--- src/rtl/t01_vga_rx_monitor.sv ---
// Receive-side VGA monitor: recovers pixel position from hsync/vsync, locks to the
// frame timing, counts timing violations and captures the colour at a requested pixel.
module t01_vga_rx_monitor #(
  parameter int H_ACTIVE = 640,
  parameter int H_TOTAL  = 800,
  parameter int H_START  = 144,
  parameter int V_ACTIVE = 480,
  parameter int V_TOTAL  = 525,
  parameter int V_START  = 35
) (
  input  logic       clk,
  input  logic       rst,
  input  logic       hsync,
  input  logic       vsync,
  input  logic [2:0] rgb_in,
  input  logic [9:0] cap_x,
  input  logic [9:0] cap_y,
  input  logic       cap_req,
  output logic       cap_ack,
  output logic [2:0] cap_color,
  output logic [9:0] x_out,
  output logic [9:0] y_out,
  output logic       active,
  output logic       locked,
  output logic       frame_done,
  output logic [7:0] err_count
);

  localparam logic [9:0] H_LAST = 10'(H_TOTAL - 1);
  localparam logic [9:0] V_LAST = 10'(V_TOTAL - 1);
  localparam logic [9:0] H_BEG  = 10'(H_START);
  localparam logic [9:0] H_END  = 10'(H_START + H_ACTIVE);
  localparam logic [9:0] V_BEG  = 10'(V_START);
  localparam logic [9:0] V_END  = 10'(V_START + V_ACTIVE);

  typedef enum logic [1:0] {S_SEARCH, S_ACQUIRE, S_LOCKED} sync_state_t;
  typedef enum logic [1:0] {C_IDLE, C_ARMED, C_WAIT} cap_state_t;

  logic        hs_r, vs_r, hs_d, vs_d;
  logic [2:0]  rgb_r, rgb_d;
  logic        hs_fall, vs_fall;
  logic [9:0]  h_cnt, v_cnt;
  logic        vs_seen;
  sync_state_t state, state_n;
  logic        skip_line, skip_line_n;
  logic        fault;
  cap_state_t  cap_state, cap_state_n;
  logic [9:0]  cap_xl, cap_yl;
  logic        cap_hit;

  // rgb is delayed twice so it lines up with h_cnt/v_cnt for the capture
  always_ff @(posedge clk) begin
    if (!rst) begin
      hs_r  <= 1'b1;
      vs_r  <= 1'b1;
      hs_d  <= 1'b1;
      vs_d  <= 1'b1;
      rgb_r <= '0;
      rgb_d <= '0;
    end else begin
      hs_r  <= hsync;
      vs_r  <= vsync;
      hs_d  <= hs_r;
      vs_d  <= vs_r;
      rgb_r <= rgb_in;
      rgb_d <= rgb_r;
    end
  end

  assign hs_fall = hs_d & ~hs_r;
  assign vs_fall = vs_d & ~vs_r;

  always_ff @(posedge clk) begin
    if (!rst) begin
      h_cnt   <= '0;
      v_cnt   <= '0;
      vs_seen <= 1'b0;
    end else begin
      if (hs_fall)
        h_cnt <= '0;
      else if (h_cnt != '1)
        h_cnt <= h_cnt + 1'b1;
      if (hs_fall) begin
        vs_seen <= 1'b0;
        if (vs_seen || vs_fall)
          v_cnt <= '0;
        else if (v_cnt != '1)
          v_cnt <= v_cnt + 1'b1;
      end else if (vs_fall) begin
        vs_seen <= 1'b1;
      end
    end
  end

  always_comb begin
    state_n     = state;
    skip_line_n = skip_line;
    fault       = 1'b0;
    unique case (state)
      S_SEARCH: begin
        if (vs_fall) begin
          state_n     = S_ACQUIRE;
          skip_line_n = 1'b1;
        end
      end
      S_ACQUIRE: begin
        if (hs_fall)
          skip_line_n = 1'b0;
        if ((hs_fall && !skip_line && h_cnt != H_LAST) || (vs_fall && v_cnt != V_LAST))
          state_n = S_SEARCH;
        else if (vs_fall)
          state_n = S_LOCKED;
      end
      S_LOCKED: begin
        fault = (hs_fall && h_cnt != H_LAST) || (vs_fall && v_cnt != V_LAST) || (h_cnt == '1);
        if (fault)
          state_n = S_SEARCH;
      end
      default: state_n = S_SEARCH;
    endcase
  end

  always_ff @(posedge clk) begin
    if (!rst) begin
      state      <= S_SEARCH;
      skip_line  <= 1'b0;
      frame_done <= 1'b0;
      err_count  <= '0;
    end else begin
      state      <= state_n;
      skip_line  <= skip_line_n;
      frame_done <= vs_fall && (state == S_LOCKED);
      if (fault && err_count != '1)
        err_count <= err_count + 1'b1;
    end
  end

  assign locked = (state == S_LOCKED);

  always_comb begin
    active = locked && (h_cnt >= H_BEG) && (h_cnt < H_END) && (v_cnt >= V_BEG) && (v_cnt < V_END);
    x_out  = active ? h_cnt - H_BEG : '0;
    y_out  = active ? v_cnt - V_BEG : '0;
  end

  assign cap_hit = active && (x_out == cap_xl) && (y_out == cap_yl);

  // ARMED deliberately survives loss of lock; only dropping cap_req or reset disarms it
  always_comb begin
    cap_state_n = cap_state;
    unique case (cap_state)
      C_IDLE:  if (cap_req) cap_state_n = C_ARMED;
      C_ARMED: begin
        if (!cap_req)
          cap_state_n = C_IDLE;
        else if (cap_hit)
          cap_state_n = C_WAIT;
      end
      C_WAIT:  if (!cap_req) cap_state_n = C_IDLE;
      default: cap_state_n = C_IDLE;
    endcase
  end

  always_ff @(posedge clk) begin
    if (!rst) begin
      cap_state <= C_IDLE;
      cap_xl    <= '0;
      cap_yl    <= '0;
      cap_ack   <= 1'b0;
      cap_color <= '0;
    end else begin
      cap_state <= cap_state_n;
      cap_ack   <= (cap_state == C_ARMED) && cap_req && cap_hit;
      if ((cap_state == C_ARMED) && cap_req && cap_hit)
        cap_color <= rgb_d;
      if ((cap_state == C_IDLE) && cap_req) begin
        cap_xl <= cap_x;
        cap_yl <= cap_y;
      end
    end
  end

endmodule
--- config.mk ---
export PLATFORM = sky130hd
export DESIGN_NAME = t01_vga_rx_monitor
export DESIGN_NICKNAME = d
export VERILOG_FILES = /design/src/rtl/t01_vga_rx_monitor.sv
export SDC_FILE = /design/constraint.sdc
export NUM_CORES = 1
export LEC_CHECK = 0
export ABC_AREA = 1
export BUFFER_PORTS_ARGS = -buffer_cell sky130_fd_sc_hd__buf_2
export CAP_MARGIN = 5
export CELL_PAD_IN_SITES_DETAIL_PLACEMENT = 0
export CELL_PAD_IN_SITES_GLOBAL_PLACEMENT = 2
export CORE_MARGIN = 10
export CORE_UTILIZATION = 33
export CTS_CLUSTER_SIZE = 24
export DETAILED_ROUTE_END_ITERATION = 8
export PLACE_DENSITY = 0.88
export SETUP_SLACK_MARGIN = 0.5
export SLEW_MARGIN = 40
export SYNTH_ARGS = -nofsm -noshare
export SYNTH_HDL_FRONTEND = slang
export SYNTH_SLANG_ARGS = --single-unit
--- constraint.sdc ---
create_clock -name clk -period 3.9 [get_ports clk]
set_input_delay 0.39 -clock clk [delete_from_list [all_inputs] [get_ports clk]]
set_output_delay 0.39 -clock clk [all_outputs]
set_load 0.05 [all_outputs]
Word-level counts from Yosys, hierarchy flattened
Cells that the tools add are included.

cells by class
  equal/unequal tests = 19
  reductions and logical operators = 29
  add/subtract/negate cells = 5
  mux-type cells = 18
  bitwise gates (word level) = 5
  $lt $le $gt $ge = 4
  $mul = 0
  div/mod/pow operators = 0
  shifts and indexed selects = 0

operators by type and width
  cell                                                                 count
  2-to-1 mux 10 bit                                                    4
  != test 10 bit (second input constant)                               4
  adder 10 x 1 -> 10 bit (second input constant)                       2
  == test 10 bit                                                       2
  < comparator 10 bit (second input constant)                          2
  2-to-1 mux 2 bit                                                     8
  logical AND 1 bit                                                    15
  one-hot mux 2 bit (3 select lines)                                   2
  == test 10 bit (second input constant)                               1
  greater-or-equal comparator 10 x 6 -> 1 bit (second input constant)  1
  greater-or-equal comparator 10 x 8 -> 1 bit (second input constant)  1
  subtractor 10 x 6 -> 10 bit (second input constant)                  1
  subtractor 10 x 8 -> 10 bit (second input constant)                  1
  AND reduction 3 bit                                                  3
  adder 8 x 1 -> 8 bit (second input constant)                         1
  != test 2 bit (second input constant)                                4
  != test 8 bit (second input constant)                                1
  != test 3 bit (second input constant)                                2
  == test 2 x 1 -> 1 bit (second input constant)                       2
  == test 2 bit (second input constant)                                2
  zero test 2 bit                                                      2
  logical OR 1 bit                                                     4
  nonzero test 2 bit                                                   2
  2-to-1 mux 1 bit                                                     3
  other kinds (7)                                                      10

word-level totals
  memories kept = 0
  bits in latches = 0
  word-level logic and storage cells = 98
  bits in read-only memories = 0
  bits of input ports = 28
  output and inout bits = 35
  bits in registers = 69
  RAM bits = 0

Logic depth before layout (Yosys ltp)
Gate-level depths: netlist (run 1).

  depth in word-level cells = 12
  depth in mapped cells = 19
  gate-level depth less buffers = 18

Least setup slack after synthesis (run 1)
Ideal clock, no wire load.

  path type = register to register
  start = register h_cnt[4]
  end = register cap_state[1]
  data arrival time = 2.503 ns
  buffers on the path = 0
  clock period less this slack = 2.570 ns
  slack = 1.330 ns
  setup time = 0.068 ns
  required time = 3.832 ns
  stages on the path, launching flop included = 18
  cell sequence = dfxtp_1 clkinv_1 ha_1 nand2_1 nand2_1 nand2_1 nor2b_4 nor2_4 nand2_2 nor2_2 nand2_1 nand2_1 nand2_1 nor2_2 nand3_1 nor2_2 nand2_1 o21ai_2

between the ends
  cells in the longest elaborated chain, start to end = 11
  elaborated cells on any way between the ends = 15
  classes of those cells = add/sub (1); order compare (2); eq/ne (3); mux (2); reduce/logical (7)

ends and longest elaborated chain
  what                                         line  text
  start: declaration                           42    logic [9:0] h_cnt, v_cnt;
  start signal: assignment                     82    h_cnt <= h_cnt + 1'b1;
  greater-or-equal comparator 10 x 8 -> 1 bit  141   active = locked && (h_cnt >= H_BEG) && (h_cnt < H_END) && (v_cnt >= V_BEG) && (v_cnt < V_END);
  logical AND 1 bit                            141
  logical AND 1 bit * (3 in a row)             141
  2-to-1 mux 10 bit *                          142   x_out = active ? h_cnt - H_BEG : '0;
  via x_out[0]                                 21    output logic [9:0] x_out,
  == test 10 bit *                             146   assign cap_hit = active && (x_out == cap_xl) && (y_out == cap_yl);
  logical AND 1 bit * (2 in a row)             146
  != test 3 bit (no source line) *             -
  AND reduction 3 bit (no source line) *       -
  end signal: assignment                       172   cap_state <= cap_state_n;
  end: declaration                             47    cap_state_t cap_state, cap_state_n;

The timed path passes the listed nets; every way through them passes the cells marked *.
A chain may end at the register's enable or synchronous reset.

Worst setup path after layout (run 1)
  start = register h_cnt[4]
  end = output port x_out[7]

between the ends
  cells in the longest elaborated chain, start to end = 6
  elaborated cells on any way between the ends = 8
  classes of those cells = add/sub (1); order compare (2); mux (1); reduce/logical (4)

ends and longest elaborated chain
  what                                         line
  greater-or-equal comparator 10 x 8 -> 1 bit  141
  logical AND 1 bit (4 in a row)               141
  2-to-1 mux 10 bit *                          142
  end: declaration                             21

Every way passes the cells marked *; elsewhere a longest branch is shown, timed or not.

==> reports/metrics.cfg, run 1 <==
[clock_tree]
h-tree-depth = 3
cts_max_path_buffers = 2
tritoncts = yes
cts.sinks = 69
postCtsSetupBuffers = 0
numCtsBuffers = 9
clock_latency_ps = 340
root_buffer = clkbuf_16
clk_pin_slew_ps = 60
ctsHoldBuffers = 0
cts_resized = 0

[sta]
drv_slew = 0
fmax_mhz = 349
hold_viol_final = 0
finalCritPeriodShare_pct = 73.4
setup_viol = 0
rsz0062_at_grt = no
tightest_slew_ps = 703
maxSlewHeadroom_pct = 53.0
fin_skew_ps = 5.95
finalSetupTns_ps = 0
finalCriticalPeriod_ps = 2860

[worst_setup_path]
slowest_stage = dfxtp_1
r2r_cells = 17
cp-start-kind = register
required_ps = 3510
slowest_delay_ps = 360
path_max_fanout = 27
rr_startpoint = h_cnt[4]
worst-endpoint-arrival_ps = 2470
crit_path_frequent_cell = nand2_1
crit_path_end_kind = output pin
reg2reg_to = cap_color[2]
path_cells = clkinv_1 > ha_1 > nand2_1 > nand2_1 > nand3_2 > nand3_4 > nor2_8 > nand2_1 > inv_1 > buf_2
reg2reg_slack_ps = 1220
critPathKind = register to output pin

[synthesis]
syn-num-nets = 605
syn_inst = 569
synth.avg_cell_area_um2 = 6.75
ys_seq_elements = 69
syn-cell-area_mm2 = 0.00384
yosys_warnings = 0
synth_ff_type = dfxtp_1
synth_edf_count = 0
synthArstFlopShare_pct = 0
ys_seq_area_share_pct = 36.0
ys_types = 42

[routing]
wire_per_inst_um = 13.1
finalWirelength_mm = 10.2
drt_first_iter_violations = 210
vias = 3542
via_per_inst = 4.55
drt-pass1-iter-count = 4
drc = 0
drt.antenna.violating_nets = 0

[floorplan]
core_area_mm2 = 0.0114
ios = 63
fp-row-count = 39
start_util_pct = 33.6
fp.dieH_um = 128
chipWidth_um = 128
die_area_mm2 = 0.0163

[pwr]
combPwrFrac_pct = 10.6
power_density_mw_per_mm2 = 379
p_leak_nw = 2.38
switching_share_pct = 27.2
pwr-share-seq_pct = 44.1
ir_drop_v = 0.000219
pwr-share-clk_pct = 45.2
p_int_w = 0.00125
p_sw_w = 0.000467

[global_routing]
grt_max_degree = 40
grt_pass1_vias = 3541
grtUsageTotal_pct = 13.0
antenna_found_initial = 0
grt-ovfl-total = 0
grt_first_pass_wirelength_mm = 17.3

[status]
status = completed

[layout]
fin_cells = 778
layout.nets = 666
synthToLayoutAreaGrowth_pct = 18.3
multiInputGateArea_mm2 = 0.00197
layout_common_cells = nand2_1 (126), inv_1 (101), dfxtp_1 (69)
n_antenna_cell = 0
final_common_cell = nand2_1
drive_gt1_share_pct = 19.4
n_fill_cell = 1280
ff_latch_area_mm2 = 0.00138

[placement]
dp.final_hpwl_mm = 7.98
port_buffers = 62
place_congestion = 0.812
dp.cells = 762

[hold_path]
hp-start = rgb_in[2]
hold_path.class = primary input to register
min_to = rgb_r[2]
hold_depth = 3

[run]
drv_cap = 0

logic make-up (layout without fill, tap and decap cells):
logic type                 count (synthesis)  after routing  share of synthesized area, %
and+or+nand+nor                          280            280                          34.7
DFF                                       69             69                          36.0
xor gates and xnor gates                  11             11                          2.51
adders and majority gates                  8              8                          2.61
buffers and inverters                    120            186                          12.6
AOI/OAI and AO/OA                         81             81                          11.6
synthesized netlist by cell type (2+ instances only):
library cell / instances / area share [%]
a211oi_1: 2 / 0.39
a31o_2: 2 / 0.46
dfxtp_1: 69 / 36
nor3b_1: 3 / 0.59
nand2_1: 126 / 12
buf_2: 2 / 0.26
inv_1: 102 / 10
nand3_2: 5 / 1.3
nand3b_1: 4 / 0.78
nor3_2: 3 / 0.78
o21ai_2: 2 / 0.46
a31oi_1: 2 / 0.33
ha_1: 8 / 2.6
or2_2: 3 / 0.49
o21ai_1: 2 / 0.26
nor2_2: 6 / 0.98
o21ai_0: 37 / 4.8
buf_6: 2 / 0.59
clkbuf_1: 6 / 0.59
nor2_4: 4 / 1.2
xor2_1: 11 / 2.5
nand4_1: 3 / 0.49
nand2_2: 8 / 1.3
nor2_1: 64 / 6.3
a21oi_1: 31 / 4.0
nand3_1: 26 / 3.4
nor4_1: 2 / 0.33
nor3_1: 17 / 2.2
inv_2: 4 / 0.39
metal layers:
layer	wire (um)	GRT usage, %	share of wire [%]	vias up
met5	0	0	0	-
met4	51	4.11	0.50	0
met3	663	5.05	6.5	6
met2	4520	20.1	44	74
met1	4980	16.3	49	1568
li1	-	-	-	1894
flip-flops by register name (all words and copies together) (netlist names):
register	flops
cap_ack	1
cap_color	3
cap_state	2
cap_xl	10
cap_yl	10
err_count	8
frame_done	1
h_cnt	10
hs_d	1
hs_r	1
rgb_d	3
rgb_r	3
skip_line	1
state	2
v_cnt	10
vs_d	1
vs_r	1
vs_seen	1
power by group through the flow:
stage	clock network [W]	registers, W	logic (W)
after detailed placement	0	0.000774	0.000185
after global placement	0	0.000773	0.000184
after global routing	0.000832	0.000763	0.000212
after floorplan	0	0.000775	0.000128
after CTS	0.000804	0.000758	0.000186
final	0.000778	0.000758	0.000183
worst max-delay path by stage:
stage | startpoint | endpoint | slack (ps) | cells past startpoint
after global placement | h_cnt[4] | cap_color[1] | 1290 | 14
after CTS | h_cnt[4] | x_out[7] | 1010 | 10
after floorplan | h_cnt[4] | cap_state[1] | 1330 | 17
after global routing | h_cnt[4] | x_out[7] | 790 | 10
final | h_cnt[4] | x_out[7] | 1040 | 10
after detailed placement | h_cnt[4] | cap_color[2] | 1210 | 17
worst max-delay path, delay by kind of cell (launching register included):
| family | cells | cell delay, ps |
|---|---|---|
| adders and majority gates | 1 | 310 |
| buffers and inverters | 3 | 570 |
| DFF | 1 | 360 |
| and+or+nand+nor | 6 | 890 |
stage by stage:
| stage | cell area (um2) | worst slack [ps] | util, % | hold slack [ps] | total power [W] |
|---|---|---|---|---|---|
| finish | 4540 | 1040 | 39.8 | 236 | 0.00172 |
| floorplan | 3840 | 1330 | - | 390 | 0.000903 |
| detailed placement | 4250 | 1210 | 37.3 | 404 | 0.000959 |
| global placement | 4250 | 1290 | 37.3 | 402 | 0.000957 |
| CTS | 4540 | 1010 | 39.8 | 224 | 0.00175 |
| global route | 4540 | 793 | 39.8 | 238 | 0.00181 |
cell type report:
class / count / area share [%]
Timing Repair Buffer: 63 / 7.00
Clock buffer: 10 / 5.26
Inverter: 107 / 8.85
Tap cell: 143 / 3.94
Clock inverter: 6 / 1.02
Sequential cell: 69 / 30.4
Multi-Input combinational cell: 380 / 43.5
Power figures use the tool's default switching activity.
==> run 2, diff against run 1 <==
--- a/config.mk
+++ b/config.mk
@@ -11,10 +11,10 @@
 export CELL_PAD_IN_SITES_DETAIL_PLACEMENT = 0
 export CELL_PAD_IN_SITES_GLOBAL_PLACEMENT = 2
 export CORE_MARGIN = 10
-export CORE_UTILIZATION = 33
+export CORE_UTILIZATION = 28
 export CTS_CLUSTER_SIZE = 24
 export DETAILED_ROUTE_END_ITERATION = 8
-export PLACE_DENSITY = 0.88
+export PLACE_DENSITY = 0.8
 export SETUP_SLACK_MARGIN = 0.5
 export SLEW_MARGIN = 40
 export SYNTH_ARGS = -nofsm -noshare
==> constraint.sdc (replaced) <==
create_clock -name clk -period 2.6 [get_ports clk]
set_input_delay 0.26 -clock clk [delete_from_list [all_inputs] [get_ports clk]]
set_output_delay 0.26 -clock clk [all_outputs]
set_load 0.05 [all_outputs]
==> reports/metrics.cfg, run 2 (synthesis results as in run 1) <==
[worst_setup_path]
cp-start-kind = register
r2r_cells = 19  ; +2
rr_startpoint = h_cnt[0]
reg2reg_slack_ps = 300  ; -920 ps
crit_path_end_kind = register
required_ps = 2890  ; -620 ps
path_max_fanout = 7  ; -74%
critPathKind = register to register
worst-endpoint-arrival_ps = 2590  ; +120 ps
reg2reg_to = cap_color[2]

[sta]
setup_slack_ps = 296  ; -742 ps
fin_skew_ps = 4.81  ; -1.14 ps
maxSlewHeadroom_pct = 55.8  ; +2.8 points
tightest_slew_ps = 663  ; -40.1 ps
setup_viol = 0  ; unchanged
drv_slew = 0  ; unchanged
whs_ps = 90.1  ; -146 ps
finalCriticalPeriod_ps = 2300
hold_viol_final = 0  ; unchanged
finalSetupTns_ps = 0  ; unchanged
fmax_mhz = 434
finalCritPeriodShare_pct = 88.6
rsz0062_at_grt = yes

[status]
status = completed

[pwr]
ir_drop_v = 0.000478  ; +120%
finalPower_w = 0.00276  ; +61%
power_density_mw_per_mm2 = 507  ; +34%
p_leak_nw = 2.67  ; +12%

[layout]
layout.nets = 702  ; +5.4%
final_common_cell = nand2_1
layout_common_cells = nand2_1 (103), inv_1 (82), dfxtp_1 (57)
n_antenna_cell = 0  ; unchanged
synthToLayoutAreaGrowth_pct = 41.8
drive_gt1_share_pct = 35.9  ; +17 points
fin_cells = 847  ; +8.9%

[routing]
via_per_inst = 4.48  ; -1.6%
drt.antenna.violating_nets = 0  ; unchanged
finalWirelength_mm = 12.1  ; +19%
wire_per_inst_um = 14.3  ; +8.8%
vias = 3794  ; +7.1%
drt-pass1-iter-count = 4  ; unchanged
drt_first_iter_violations = 189  ; -10%
drc = 0  ; unchanged

[run]
drv_cap = 0  ; unchanged

[placement]
dp.cells = 801  ; +5.1%
port_buffers = 62  ; unchanged
place_congestion = 0.821  ; +1.1%
dp_worst_setup_slack_ps = 126  ; -1080 ps
dp.final_hpwl_mm = 8.76  ; +9.7%

[hold_path]
hold_depth = 3  ; unchanged
hold_path.class = primary input to register
hp-start = rgb_in[2]
min_to = rgb_r[2]

[floorplan]
die_area_mm2 = 0.0188  ; +15%
fp.dieH_um = 137  ; +7.2%
chipWidth_um = 137  ; +7.2%
core_area_mm2 = 0.0133  ; +17%
ios = 63  ; unchanged
start_util_pct = 28.8  ; -4.9 points
fp-row-count = 42  ; +7.7%

[global_routing]
grtUsageTotal_pct = 13.2  ; +0.16 points
grt_first_pass_wirelength_mm = 19.2  ; +11%
antenna_found_initial = 0  ; unchanged
grt_max_degree = 40  ; unchanged
grt_pass1_vias = 3777  ; +6.7%
grt-ovfl-total = 0  ; unchanged

[clock_tree]
ctsHoldBuffers = 0  ; unchanged
h-tree-depth = 3  ; unchanged
root_buffer = clkbuf_16
cts.sinks = 69  ; unchanged
numCtsBuffers = 9  ; unchanged
tritoncts = yes
cts_max_path_buffers = 2  ; unchanged
clock_latency_ps = 350  ; about the same
clk_pin_slew_ps = 60  ; about the same

-- run 2: critical path, cell delays in order, from the launching register on --
cell	delay, ps
dfxtp_2	340
inv_2	90
ha_4	140
nand2_2	40
inv_2	60
nand3_4	70
nand3_4	100
nand3_4	140
nor2_8	220
buf_6	130
nand2_2	50
nand2_1	60
nand2_1	70
nor2_2	180
nand2_2	80
nor2_4	120
nand4_4	120
nand2_1	90
nand2_1	50
nor2_1	90
-- run 2: per-layer routing --
layer,global-route usage (%),routed length (um)
met5,0,0
met4,3.45,145
met3,4.88,549
met2,21.8,5920
met1,15.7,5490
-- run 2: per-stage QoR --
step / utilization [%] / instance area, um2
floorplan: - / 3880
global placement: 32.8 / 4380
finish: 40.8 / 5440
CTS: 38.2 / 5090
detailed placement: 32.8 / 4380
global route: 40.8 / 5440
-- run 2: final cells by class --
class                   instances  area (um2)
clock buffers                   9         225
multi-input cells             383        2300
clock inverters                 7        80.1
repair buffers                 96         787
well taps                     176         220
inverters                     107         420
flip-flops and latches         69        1400
fillers                      1417        7910
-- run 2: worst max-delay path by stage --
stage          cells after the start      endpoint  startpoint
3_5_place_dp                      18  cap_color[0]    h_cnt[1]
2_1_floorplan                     16  cap_state[1]    h_cnt[5]
5_1_grt                           18  cap_color[2]    h_cnt[4]
4_1_cts                           16  cap_color[0]    h_cnt[5]
3_3_place_gp                      18  cap_color[2]    h_cnt[1]
6_report                          19  cap_color[2]    h_cnt[0]
-- run 2: repair_timing --
action                     4_1_cts  5_1_grt
pin swaps                       31       30
setup buffers                   11       16
resized for setup              103       63
setup endpoints to repair       47       44
gates cloned                     3        0
-- run 2: report_power, final --
| part | switching (W) | total (W) | internal [W] | leakage [nW] |
|---|---|---|---|---|
| clock network | 0.000544 | 0.00130 | 0.000758 | 0.149 |
| logic | 0.000208 | 0.000319 | 0.000112 | 1.95 |
| registers | 0.0000336 | 0.00114 | 0.00111 | 0.571 |
| total | 0.000786 | 0.00276 | 0.00198 | 2.67 |
==> run 3, diff against run 2 <==
--- a/config.mk
+++ b/config.mk
@@ -14,7 +14,7 @@
 export CORE_UTILIZATION = 28
 export CTS_CLUSTER_SIZE = 24
 export DETAILED_ROUTE_END_ITERATION = 8
-export PLACE_DENSITY = 0.8
+export PLACE_DENSITY_LB_ADDON = 0.3
 export SETUP_SLACK_MARGIN = 0.5
 export SLEW_MARGIN = 40
 export SYNTH_ARGS = -nofsm -noshare
==> reports/metrics.cfg, run 3 (synthesis results as in run 1) <==
[pwr]
p_int_w = 0.00191  ; -3.3%
combPwrFrac_pct = 12.7  ; +1.1 points
power_density_mw_per_mm2 = 486  ; -4.3%
pwr-share-seq_pct = 42.8  ; +1.5 points
p_leak_nw = 2.75  ; +2.7%
ir_drop_v = 0.000290  ; -39%
switching_share_pct = 28.2  ; -0.27 points
pwr-share-clk_pct = 44.5  ; -2.7 points
p_sw_w = 0.000750  ; -4.6%

[sta]
fin_skew_ps = 6.46  ; +1.65 ps
finalCriticalPeriod_ps = 2360  ; +59.9 ps
setup_viol = 0  ; unchanged
tightest_slew_ps = 443  ; -219 ps
finalCritPeriodShare_pct = 90.9  ; +2.3 points
rsz0062_at_grt = yes
fmax_mhz = 423  ; -2.5%
finalSetupTns_ps = 0  ; unchanged
maxSlewHeadroom_pct = 70.3  ; +15 points
hold_viol_final = 0  ; unchanged
whs_ps = 98.7  ; +8.53 ps
drv_slew = 0  ; unchanged

[layout]
drive_gt1_share_pct = 35.5  ; -0.38 points
fin_cells = 857  ; +1.2%
layout.nets = 712  ; +1.4%
n_antenna_cell = 0  ; unchanged
final_common_cell = nand2_1
layout_common_cells = nand2_1 (106), inv_1 (82), nor2_1 (59)
synthToLayoutAreaGrowth_pct = 42.7
fin_area_mm2 = 0.00548  ; +0.64%

[worst_setup_path]
path_cells = inv_4 > ha_4 > nand2_4 > a21oi_4 > nand2_2 > nor2_4 > buf_4 > nand2_4 > nor2_4 > buf_4 > buf_8
timing.critical_path.buf_inv = 4  ; +1
slowest_delay_ps = 350  ; about the same
worst-endpoint-arrival_ps = 2100  ; -490 ps
path_delay_family = simple AND/OR/NAND/NOR gates
crit_path_end_kind = output pin
path_max_fanout = 8  ; +1
critPathKind = register to output pin
slowest_stage = dfxtp_4
required_ps = 2340  ; -550 ps
cp-start-kind = register

[clock_tree]
h-tree-depth = 3  ; unchanged
clk_pin_slew_ps = 60  ; about the same
numCtsBuffers = 9  ; unchanged
root_buffer = clkbuf_16
ctsHoldBuffers = 0  ; unchanged
tritoncts = yes
cts_max_path_buffers = 2  ; unchanged
clock_latency_ps = 350  ; about the same
cts.sinks = 69  ; unchanged

[routing]
drt_first_iter_violations = 157  ; -17%
drc = 0  ; unchanged
drt-pass1-iter-count = 4  ; unchanged
vias = 3788  ; -0.16%
via_per_inst = 4.42  ; -1.3%
finalWirelength_mm = 11.7  ; -3.1%
wire_per_inst_um = 13.7  ; -4.2%
drt.antenna.violating_nets = 0  ; unchanged

[placement]
dp.final_hpwl_mm = 8.61  ; -1.7%
place_congestion = 0.847  ; +3.2%
dp.cells = 804  ; +0.37%
dpl_cell_area_mm2 = 0.00440  ; +0.51%
port_buffers = 62  ; unchanged

[global_routing]
grt-ovfl-total = 0  ; unchanged
antenna_found_initial = 0  ; unchanged
grt_max_degree = 28  ; -30%
grt_pass1_vias = 3692  ; -2.3%
grtUsageTotal_pct = 12.7  ; -0.51 points
grt_first_pass_wirelength_mm = 18.6  ; -2.8%

[floorplan]
fp-row-count = 42  ; unchanged
start_util_pct = 28.8  ; unchanged
die_area_mm2 = 0.0188  ; unchanged
fp.dieH_um = 137  ; unchanged
core_area_mm2 = 0.0133  ; unchanged
chipWidth_um = 137  ; unchanged
ios = 63  ; unchanged

[status]
status = completed

[hold_path]
hold_path.class = primary input to register

[run]
drv_cap = 0  ; unchanged

==> run 3: worst paths after layout <==
check	from	endpoint	slack, ps	cells after the start
max	h_cnt[5]	x_out[0]	240	11
min	hsync	hs_r	100	2
max reg2reg	h_cnt[4]	cap_color[0]	260	17
min reg2reg	rgb_r[2]	rgb_d[2]	410	2
==> run 3: cell type report <==
| type | count | area (um2) |
|---|---|---|
| Fill cell | 1442 | 7870 |
| Multi-Input combinational cell | 382 | 2270 |
| Sequential cell | 69 | 1410 |
| Timing Repair Buffer | 107 | 860 |
| Inverter | 107 | 428 |
| Clock buffer | 10 | 239 |
| Tap cell | 176 | 220 |
| Clock inverter | 6 | 46.3 |
==> run 3: through the flow <==
step,setup slack (ps),total power [W],util (%)
2_1_floorplan,443,0.00136,-
3_3_place_gp,77.9,0.00146,33.0
3_5_place_dp,67.4,0.00146,33.0
4_1_cts,298,0.00268,38.4
5_1_grt,85.8,0.00279,41.0
6_report,237,0.00266,41.0
==> run 3: what timing repair did <==
item / 4_1_cts / 5_1_grt
gates resized for setup: 91 / 66
gates cloned: 2 / 0
setup endpoints to repair: 31 / 43
setup buffers: 16 / 19
pin swaps: 32 / 33
==> run 3: metal layers <==
layer / wire, um / share of wire [%] / track usage, % / up-vias
met1: 5510 / 47 / 15.7 / 1726
met4: 282 / 2.4 / 5.21 / 0
li1: - / - / - / 1981
met2: 5390 / 46 / 19.9 / 64
met5: 0 / 0 / 0 / -
met3: 555 / 4.7 / 3.81 / 17
==> run 3: power by group through the flow <==
stage | Combinational, W | Sequential, W | Clock, W
2_1_floorplan | 0.000193 | 0.00116 | 0
3_3_place_gp | 0.000298 | 0.00116 | 0
3_5_place_dp | 0.000298 | 0.00116 | 0
4_1_cts | 0.000327 | 0.00114 | 0.00122
5_1_grt | 0.000380 | 0.00114 | 0.00126
6_report | 0.000337 | 0.00114 | 0.00118
